File: src/rtl/pi_uart_pkg.sv
// Shared types and constants for the Pi-header UART transmit arbiter.
// Holds the arbiter state encoding, the 8N1 frame constants and a wrap helper.
package pi_uart_pkg;

  typedef enum logic [1:0] {
    IDLE  = 2'd0,
    ARB   = 2'd1,
    GRANT = 2'd2
  } arb_state_e;

  localparam int   UART_DATA_BITS  = 8;
  localparam int   UART_FRAME_BITS = UART_DATA_BITS + 2;
  localparam logic START_BIT       = 1'b0;
  localparam logic STOP_BIT        = 1'b1;

  // (ptr + off) mod n for off in 1..n, without a real divider.
  function automatic int rr_index(input int ptr, input int off, input int n);
    int s;
    s = ptr + off;
    if (s >= n) s = s - n;
    return s;
  endfunction

endpackage

File: src/rtl/uart_tx_serial.sv
// 8N1 serialiser: a load in an idle cycle starts the frame on the next cycle.
// Busy drops in the final stop-bit cycle so a following byte leaves no gap.
module uart_tx_serial
  import pi_uart_pkg::*;
#(
  parameter int CLKS_PER_BIT = 243
) (
  input  logic                      clk_peripheral,
  input  logic                      reset_n,
  input  logic                      i_load,
  input  logic [UART_DATA_BITS-1:0] i_data,
  output logic                      o_busy,
  output logic                      o_tx
);

  localparam int             CW       = (CLKS_PER_BIT > 1) ? $clog2(CLKS_PER_BIT) : 1;
  localparam logic [CW-1:0]  CNT_LAST = CW'(CLKS_PER_BIT - 1);
  localparam logic [3:0]     IDX_LAST = 4'(UART_FRAME_BITS - 1);

  logic                       r_active;
  logic [CW-1:0]              r_cnt;
  logic [3:0]                 r_idx;
  logic [UART_FRAME_BITS-1:0] r_frame;
  logic                       w_bit_end;
  logic                       w_frame_end;

  assign w_bit_end   = (r_cnt == CNT_LAST);
  assign w_frame_end = r_active && w_bit_end && (r_idx == IDX_LAST);
  assign o_busy      = r_active && !w_frame_end;
  // Line is driven straight from a flop; an all-ones frame register means idle-high.
  assign o_tx        = r_frame[0];

  always_ff @(posedge clk_peripheral or negedge reset_n) begin
    if (!reset_n) begin
      r_active <= 1'b0;
      r_cnt    <= '0;
      r_idx    <= '0;
      r_frame  <= '1;
    end else if (i_load && !o_busy) begin
      r_active <= 1'b1;
      r_cnt    <= '0;
      r_idx    <= '0;
      r_frame  <= {STOP_BIT, i_data, START_BIT};
    end else if (r_active) begin
      if (w_bit_end) begin
        r_cnt <= '0;
        if (r_idx == IDX_LAST) begin
          r_active <= 1'b0;
          r_frame  <= '1;
        end else begin
          r_idx   <= r_idx + 4'd1;
          r_frame <= {STOP_BIT, r_frame[UART_FRAME_BITS-1:1]};
        end
      end else begin
        r_cnt <= r_cnt + 1'b1;
      end
    end
  end

endmodule

File: src/rtl/pi_uart_tx_arbiter.sv
// Round-robin, packet-atomic arbiter sharing one UART TX line between NUM_REQ byte sources,
// with CTS flow control and an embedded 8N1 serialiser.
module pi_uart_tx_arbiter
  import pi_uart_pkg::*;
#(
  parameter int NUM_REQ      = 4,
  parameter int CLKS_PER_BIT = 243,
  parameter int MAX_BURST    = 16,
  parameter int HOLD_TIMEOUT = 1024
) (
  input  logic                       clk_peripheral,
  input  logic                       reset_n,
  input  logic [NUM_REQ-1:0]         req_valid,
  input  logic [8*NUM_REQ-1:0]       req_data,
  input  logic [NUM_REQ-1:0]         req_last,
  output logic [NUM_REQ-1:0]         req_ready,
  output logic                       uart_tx,
  input  logic                       uart_cts_n,
  output logic                       grant_valid,
  output logic [$clog2(NUM_REQ)-1:0] grant_id,
  output logic                       busy,
  output arb_state_e                 dbg_state
);

  localparam int             IDW        = $clog2(NUM_REQ);
  localparam int             TW         = $clog2(HOLD_TIMEOUT + 1);
  localparam logic [7:0]     BURST_LAST = 8'(MAX_BURST - 1);
  localparam logic [TW-1:0]  TO_LAST    = TW'(HOLD_TIMEOUT - 1);
  localparam logic [IDW-1:0] PTR_RESET  = IDW'(NUM_REQ - 1);

  arb_state_e     r_state;
  arb_state_e     w_state_nxt;
  logic           r_cts_meta;
  logic           r_cts_sync;
  logic [IDW-1:0] r_ptr;
  logic [IDW-1:0] r_grant_id;
  logic [7:0]     r_burst_cnt;
  logic [TW-1:0]  r_to_cnt;

  logic           w_cts_ok;
  logic           w_found;
  logic [IDW-1:0] w_winner;
  logic           w_granted;
  logic           w_gnt_valid;
  logic           w_gnt_last;
  logic [7:0]     w_gnt_data;
  logic           w_ser_busy;
  logic           w_xfer;
  logic           w_to_count;
  logic           w_to_expire;
  logic           w_release;

  // CTS is asynchronous to this clock; reset value means "not clear to send".
  always_ff @(posedge clk_peripheral or negedge reset_n) begin
    if (!reset_n) begin
      r_cts_meta <= 1'b1;
      r_cts_sync <= 1'b1;
    end else begin
      r_cts_meta <= uart_cts_n;
      r_cts_sync <= r_cts_meta;
    end
  end

  assign w_cts_ok = !r_cts_sync;

  // Round-robin: first requester with valid high, starting just after the last holder.
  always_comb begin
    logic [IDW-1:0] v_idx;
    w_found  = 1'b0;
    w_winner = r_ptr;
    v_idx    = '0;
    for (int k = 1; k <= NUM_REQ; k++) begin
      v_idx = IDW'(rr_index(int'(r_ptr), k, NUM_REQ));
      if (!w_found && req_valid[v_idx]) begin
        w_found  = 1'b1;
        w_winner = v_idx;
      end
    end
  end

  always_comb begin
    w_gnt_valid = 1'b0;
    w_gnt_last  = 1'b0;
    w_gnt_data  = '0;
    for (int i = 0; i < NUM_REQ; i++) begin
      if (r_grant_id == IDW'(i)) begin
        w_gnt_valid = req_valid[i];
        w_gnt_last  = req_last[i];
        w_gnt_data  = req_data[8*i +: 8];
      end
    end
  end

  // Handshake: a byte moves in any cycle where req_valid[i] && req_ready[i].
  // Ready is combinational, one-hot, and only ever raised for the current holder.
  assign w_granted = (r_state == GRANT);
  assign w_xfer    = w_granted && !w_ser_busy && w_cts_ok && w_gnt_valid;

  always_comb begin
    req_ready = '0;
    for (int i = 0; i < NUM_REQ; i++) begin
      if (w_xfer && (r_grant_id == IDW'(i))) req_ready[i] = 1'b1;
    end
  end

  // Idle time only accrues while the line could actually accept a byte, so a CTS stall never drops a grant.
  assign w_to_count  = w_granted && !w_ser_busy && w_cts_ok && !w_gnt_valid;
  assign w_to_expire = w_to_count && (r_to_cnt == TO_LAST);
  assign w_release   = w_granted &&
                       ((w_xfer && (w_gnt_last || (r_burst_cnt == BURST_LAST))) || w_to_expire);

  always_comb begin
    w_state_nxt = r_state;
    case (r_state)
      IDLE:    if (|req_valid) w_state_nxt = ARB;
      ARB:     w_state_nxt = w_found ? GRANT : IDLE;
      GRANT:   if (w_release) w_state_nxt = (|req_valid) ? ARB : IDLE;
      default: w_state_nxt = IDLE;
    endcase
  end

  always_ff @(posedge clk_peripheral or negedge reset_n) begin
    if (!reset_n) begin
      r_state     <= IDLE;
      r_ptr       <= PTR_RESET;
      r_grant_id  <= '0;
      r_burst_cnt <= '0;
      r_to_cnt    <= '0;
    end else begin
      r_state <= w_state_nxt;
      if ((r_state == ARB) && w_found) begin
        r_grant_id <= w_winner;
        r_ptr      <= w_winner;
      end
      if (w_release || !w_granted) begin
        r_burst_cnt <= '0;
        r_to_cnt    <= '0;
      end else begin
        if (w_xfer) r_burst_cnt <= r_burst_cnt + 8'd1;
        if (w_gnt_valid)     r_to_cnt <= '0;
        else if (w_to_count) r_to_cnt <= r_to_cnt + 1'b1;
      end
    end
  end

  uart_tx_serial #(
    .CLKS_PER_BIT (CLKS_PER_BIT)
  ) u_serial (
    .clk_peripheral (clk_peripheral),
    .reset_n        (reset_n),
    .i_load         (w_xfer),
    .i_data         (w_gnt_data),
    .o_busy         (w_ser_busy),
    .o_tx           (uart_tx)
  );

  assign grant_valid = w_granted;
  assign grant_id    = r_grant_id;
  assign busy        = w_ser_busy;
  assign dbg_state   = r_state;

endmodule
File: config.mk
export PLATFORM = sky130hd
export DESIGN_NAME = pi_uart_tx_arbiter
export DESIGN_NICKNAME = d
export VERILOG_FILES = /design/src/rtl/pi_uart_pkg.sv /design/src/rtl/uart_tx_serial.sv /design/src/rtl/pi_uart_tx_arbiter.sv
export SDC_FILE = /design/constraint.sdc
export NUM_CORES = 1
export LEC_CHECK = 0
export BUFFER_PORTS_ARGS = -buffer_cell sky130_fd_sc_hd__buf_2
export CORE_MARGIN = 1
export CORE_UTILIZATION = 40
export CTS_BUF_LIST = sky130_fd_sc_hd__clkbuf_8
export DETAILED_ROUTE_END_ITERATION = 16
export SETUP_SLACK_MARGIN = 0.3
export SLEW_MARGIN = 20
export SYNTH_ARGS = -nofsm -noshare
export SYNTH_HDL_FRONTEND = slang
export SYNTH_SLANG_ARGS = --single-unit
File: constraint.sdc
create_clock -name clk_peripheral -period 5.85 [get_ports clk_peripheral]
set_input_delay 0.585 -clock clk_peripheral [delete_from_list [all_inputs] [get_ports clk_peripheral]]
set_output_delay 0.585 -clock clk_peripheral [all_outputs]
set_load 0.01 [all_outputs]
### Yosys cells after proc, flatten, opt, wreduce, memory -nomap -nowiden

Cells that the tools add are included.

| word-level totals | value |
|---|---|
| flip-flop bits (word level) | 50 |
| input port bits | 43 |
| output and inout bits | 11 |
| word-level logic and storage cells | 144 |

| operators by class | value |
|---|---|
| add/subtract/negate cells | 12 |
| order comparisons | 8 |
| eq/ne operators | 12 |
| muxes and demuxes | 61 |
| reduce and logical (&&, ||, !) cells | 40 |

Operators with widths:

| cell | number |
|---|---|
| 2-to-1 mux 8 bit | 9 |
| 2-to-1 mux 11 bit | 3 |
| 2-to-1 mux 10 bit | 3 |
| 2-to-1 mux 1 bit | 25 |
| 2-to-1 mux 2 bit | 11 |
| logical AND 1 bit | 19 |
| adder 8 x 1 -> 8 bit, second input constant | 2 |
| 2-to-1 mux 4 bit | 4 |
| less-than comparator 2 x 3 -> 1 bit, second input constant | 4 |
| adder 11 x 1 -> 11 bit, second input constant | 1 |
| equality test 11 x 10 -> 1 bit, second input constant | 1 |
| >= comparator 3 bit, second input constant | 3 |
| 2-to-1 mux 9 bit | 1 |
| binary-select mux 1 bit (select 2 bit) | 4 |
| equality test 8 x 4 -> 1 bit, second input constant | 1 |
| equality test 8 bit, second input constant | 1 |
| zero test 1 bit | 8 |
| subtractor 2 x 1 -> 2 bit, second input constant | 4 |
| adder 2 x 2 -> 3 bit, second input constant | 2 |
| equality test 2 bit, second input constant | 3 |
| case mux 2 bit (3 select lines) | 1 |
| nonzero test 2 bit | 3 |
| adder 2 x 3 -> 4 bit, second input constant | 1 |
| adder 4 x 1 -> 4 bit, second input constant | 1 |
| 12 further kinds | 18 |

### Depth between registers and ports, before layout

| depth | value |
|---|---|
| depth after elaboration | 17 |
| gate-level depth with buffers | 9 |
| depth with buffers taken out | 8 |

### Cells and area by module

From an unflattened synthesis, not the netlist that was laid out.

| second synthesis, totals | value |
|---|---|
| cells, all modules | 303 |
| area total of the unflattened synthesis | 3044.2 µm² |

By module, submodules not included:

| module | instances | cells an instance | area an instance (µm²) | seq. area each (µm²) |
|---|---|---|---|---|
| pi_uart_tx_arbiter | 1 | 150 | 1640.3 | 680.7 |
| uart_tx_serial | 1 | 153 | 1403.8 | 561.8 |

### Worst setup path after synthesis

Ideal clock, no wire load.

| path | value |
|---|---|
| kind | reg2out |
| start point | register u_serial.r_idx[1] |
| end point | output req_ready[1] |
| data arrival time | 2.001 ns |
| required time | 5.265 ns |
| slack | 3.264 ns |
| cell stages (with the launch flop) | 10 |
| path buffers | 1 |
| path through | dfrtp_1 > inv_1 > ha_1 > nand3b_4 > o31ai_4 > inv_2 > nor2_4 > buf_2 > nand2_1 > nor2_1 |

| between the ends | value |
|---|---|
| longest elaborated chain between the ends | 10 |

Ends and longest elaborated chain:

| item | line | RTL |
|---|---|---|
| start: declaration | uart_tx_serial.sv:22 | `logic [3:0] r_idx;` |
| start signal: assignment | uart_tx_serial.sv:51 | `r_idx <= r_idx + 4'd1;` |
| equality test 4 bit | uart_tx_serial.sv:28 | `assign w_frame_end = r_active && w_bit_end && (r_idx == IDX_LAST);` |
| logical AND 1 bit | uart_tx_serial.sv:28 |  |
| zero test 1 bit | uart_tx_serial.sv:29 | `assign o_busy = r_active && !w_frame_end;` |
| logical AND 1 bit | uart_tx_serial.sv:29 |  |
| net busy | pi_uart_tx_arbiter.sv:21 | `output logic busy,` |
| zero test 1 bit | pi_uart_tx_arbiter.sv:97 | `assign w_xfer = w_granted && !w_ser_busy && w_cts_ok && w_gnt_valid;` |
| logical AND 1 bit (3 in series) | pi_uart_tx_arbiter.sv:97 |  |
| logical AND 1 bit | pi_uart_tx_arbiter.sv:102 | `if (w_xfer && (r_grant_id == IDW'(i))) req_ready[i] = 1'b1;` |
| 2-to-1 mux 1 bit | pi_uart_tx_arbiter.sv:102 |  |
| end: declaration | pi_uart_tx_arbiter.sv:16 | `output logic [NUM_REQ-1:0] req_ready,` |

The timed path passes the listed nets, and every way through them passes these cells.

### Worst setup path in the final report

| path | value |
|---|---|
| start point | register r_grant_id[0] (netlist: grant_id[0]) |
| end point | output req_ready[3] |

| between the ends | value |
|---|---|
| longest elaborated chain between the ends | 8 |
| elaborated cells between the ends (all ways) | 11 |
| classes of those cells | eq/ne: 3; mux: 5; reduce/logical: 3 |

Ends and longest elaborated chain:

| item | line | RTL |
|---|---|---|
| start: declaration | pi_uart_tx_arbiter.sv:36 | `logic [IDW-1:0] r_grant_id;` |
| start signal: assignment | pi_uart_tx_arbiter.sv:132 | `r_grant_id <= w_winner;` |
| zero test 2 bit | pi_uart_tx_arbiter.sv:86 | `if (r_grant_id == IDW'(i)) begin` |
| 2-to-1 mux 1 bit (4 in series) | pi_uart_tx_arbiter.sv:86 |  |
| logical AND 1 bit | pi_uart_tx_arbiter.sv:97 |  |
| logical AND 1 bit * | pi_uart_tx_arbiter.sv:102 |  |
| 2-to-1 mux 1 bit * | pi_uart_tx_arbiter.sv:102 |  |

Mark *: on every way between the ends. The rest lies on a longest branch, timed or not.

==> flow_summary_export.csv <==
group,metric,value,unit
run_status,status,"finished, final reports clean",
job,drv_cap,0,
setup_path,critical-path-max-stage-delay,0.80,ns
yosys,synthTopCellsByCount,"dfrtp_1 (36), nor2_1 (35), o21ai_0 (26)",
yosys,syn_inst,287,
clock_tree,cts.clk_slew.worst_paths,0.10,ns
global_route,grt_pass1_wl,10300,um
yosys,ys_ff_latch,49,
sta,maxSlewViolCount,0,
sta,worst_pin_slew,0.698,ns
pwr,leakage,1.37,nW
sta,finalClockSkew,0.00981,ns
setup_path,cp-start-kind,"flip-flop",
setup_path,crit_fanout,18,
yosys,synth_area_leaders,"dfrtp_1 (31%), dfstp_2 (12%), mux4_2 (7.8%)",
pwr,p_sw_frac,0.322,
clock_tree,cts_tree,"built",
yosys,yosysTopAreaCell,"dfrtp_1",
sta,fin_crit,3.31,ns
clock_tree,cts_sinks,49,
clock_tree,cts.root.buffer_cell,"clkbuf_8",
die,start_util,0.420,
place,port_buffers,53,
sta,setup_tns,0,ns
yosys,netlist_area,0.00288,mm^2
detailed_routing,vias,2381,
detailed_routing,avgRoutedWirePerCell,13.7,um
yosys,syn_avg_cell_area,10.0,um^2
yosys,post-synth-top-count-cell,"dfrtp_1",
yosys,synth_compound_gate_area_share,0.155,
global_route,grt_antenna_before_repair,0,
clock_tree,cts-resized-gates,0,
clock_tree,cts_buffers,5,
min_path,hold_path.class,"primary input to asynchronous set/reset pin",
clock_tree,holdBufCountCts,0,
pwr,power.switching,281,uW
yosys,ys.flop_type,"dfrtp_1",
clock_tree,insertion_delay,0.30,ns
sta,whs,0.361,ns
place,place_ws,2.85,ns
yosys,synth_xor_area_frac,0.0304,
clock_tree,h-tree-depth,2,
die,dieArea,0.00755,mm^2
yosys,ys_types,53,
clock_tree,postCtsSetupBuffers,0,
pwr,p_int,591,uW
setup_path,cp.arrival,2.73,ns
sta,fin_crit_sh,0.566,
detailed_routing,drcViolationCount,0,
global_route,overflow,0,
place,dp_hpwl,4260,um
final_layout,antenna_cells,0,
die,core.rowCount,30,
sta,rsz0062_at_grt,"no",
setup_path,rr_worst_depth,5,
detailed_routing,drtAntennaViolNets,0,
yosys,seq_area_frac_synth,0.431,
detailed_routing,via_per_inst,5.49,
setup_path,regToRegStartpoint,"grant_id[0]",
pwr,max-vdd-ir-drop,0.000255,V
global_route,track_usage,0.174,
detailed_routing,drt-initial-drc-count,129,
clock_tree,max-clock-path-buffers,2,
pwr,pwr-share-clk,0.240,
sta,setup_viol,0,
sta,max_freq,302,MHz
yosys,synthMuxAreaShare,0.0851,
place,place_congestion,0.803,
sta,relSlewSlack,0.535,
setup_path,rrSetupSlack,3.26,ns
yosys,synth_fa_ha_area_frac,0.0260,
die,ioPinCount,54,
sta,hold_viol,0,
die,die_w,86.9,um
detailed_routing,routed_wl,5930,um
pwr,total_power,871,uW
global_route,grt_max_degree,50,
yosys,netlist.area_leader.share,0.313,
yosys,synth-edff-count,0,
setup_path,critical_path_required,5.27,ns
yosys,synth_top_family_by_area,"simple AND/OR/NAND/NOR gates",
global_route,grt_pass1_vias,2266,
pwr,powerDensity,263,mW/mm^2
die,design.core.area,0.00687,mm^2
final_layout,nets,386,
yosys,synth_fp_nets,336,
die,die_y,86.9,um
setup_path,critPathCaptureType,"output port",
setup_path,cp_slowest_cell,"dfrtp_1",
final_layout,drive_gt1_frac,0.296,
sta,layout_setup_ws,2.54,ns
setup_path,worstSetupPathType,"flip-flop to output port",
yosys,async_flop_share,1.00,
setup_path,path_cells,"mux4_2, nand2_1, nor2_4, and3_1, buf_2",
detailed_routing,firstDrtPassIters,4,
yosys,ys_warn_count,0,
pwr,combPwrFrac,0.277,
setup_path,timing.rr.end,"u_serial.r_frame[7]",
pwr,p_seq_frac,0.484,
yosys,synth-simple-area-share,0.244,
final_layout,area_growth,15.1,%
==> sequential cells by signal (all words and copies together) (netlist names) <==
signal             count
r_ptr                  2
dbg_state              2
u_serial.r_idx         4
r_to_cnt              11
r_burst_cnt            8
u_serial.r_frame       9
r_cts_meta             1
u_serial.r_cnt         8
u_serial.r_active      1
r_cts_sync             1
grant_id               2
==> cells in the final DEF, fill, tap and decap left out, types with 3 or more instances in the layout <==
master	count
buf_2	53
dfrtp_1	36
nor2_1	35
o21ai_0	26
nand2_1	22
dfstp_2	13
nand3_1	12
a21oi_1	11
mux4_2	10
nor3_1	10
a221o_1	8
inv_1	6
nand4_1	6
nor4_1	6
xnor2_1	6
ha_1	6
clkbuf_8	6
a31oi_1	5
or4_1	4
xor2_1	4
and3_1	3
nor3b_1	3
nand2b_1	3
and2_1	3
==> power groups by stage <==
stage	Sequential, mW	Combinational (mW)	Clock (mW)
final	0.422	0.241	0.209
after global routing	0.434	0.271	0.229
after CTS	0.424	0.245	0.216
after detailed placement	0.430	0.245	0
after global placement	0.428	0.242	0
after floorplan	0.397	0.209	0
==> metal layers <==
metal	GRT usage	part of all wire	vias to the layer above
met5	0	0	-
met4	0.0500	0.012	0
met3	0.0322	0.042	8
met2	0.289	0.47	70
met1	0.231	0.48	1140
li1	-	-	1163
==> how the worst max path moves through the flow <==
stage,from,to,slack [ns]
after CTS,grant_id[0],req_ready[3],2.49
after floorplan,u_serial.r_idx[1],req_ready[1],3.26
after global routing,grant_id[0],req_ready[1],2.27
after detailed placement,grant_id[0],req_ready[3],2.85
after global placement,grant_id[0],req_ready[3],2.87
final,grant_id[0],req_ready[3],2.54
==> through the flow <==
step | instances | cell area, um^2 | util
floorplan | 287 | 2880 | -
global placement | 426 | 3220 | 0.469
detailed placement | 426 | 3220 | 0.469
CTS | 434 | 3320 | 0.483
global route | 434 | 3320 | 0.483
finish | 434 | 3320 | 0.483
==> worst max-delay path: cells and delay by family (launching register included) <==
kind / cells / cell delay (ns)
simple gates: 3 / 0.83
buf+inv: 1 / 0.13
mux: 1 / 0.67
flops: 1 / 0.80
==> cell type report <==
cell class | count | area (um^2)
tap | 96 | 120
inverter | 6 | 22.5
timing repair buffer | 55 | 280
multi-input combinational | 220 | 1560
clock inverter | 2 | 11.3
sequential | 49 | 1240
fill | 662 | 3550
clock buffer | 6 | 82.6
==> kinds of logic (layout without fill, tap and decap cells) <==
| kind of cell | after synthesis | count (layout) |
|---|---|---|
| buf+inv | 18 | 69 |
| fa+ha+maj | 6 | 6 |
| mux | 12 | 12 |
| flops | 49 | 49 |
| xor+xnor | 10 | 10 |
| simple gates | 126 | 126 |
| compound gates | 66 | 66 |
No activity file was read; power rests on OpenSTA's default activity.
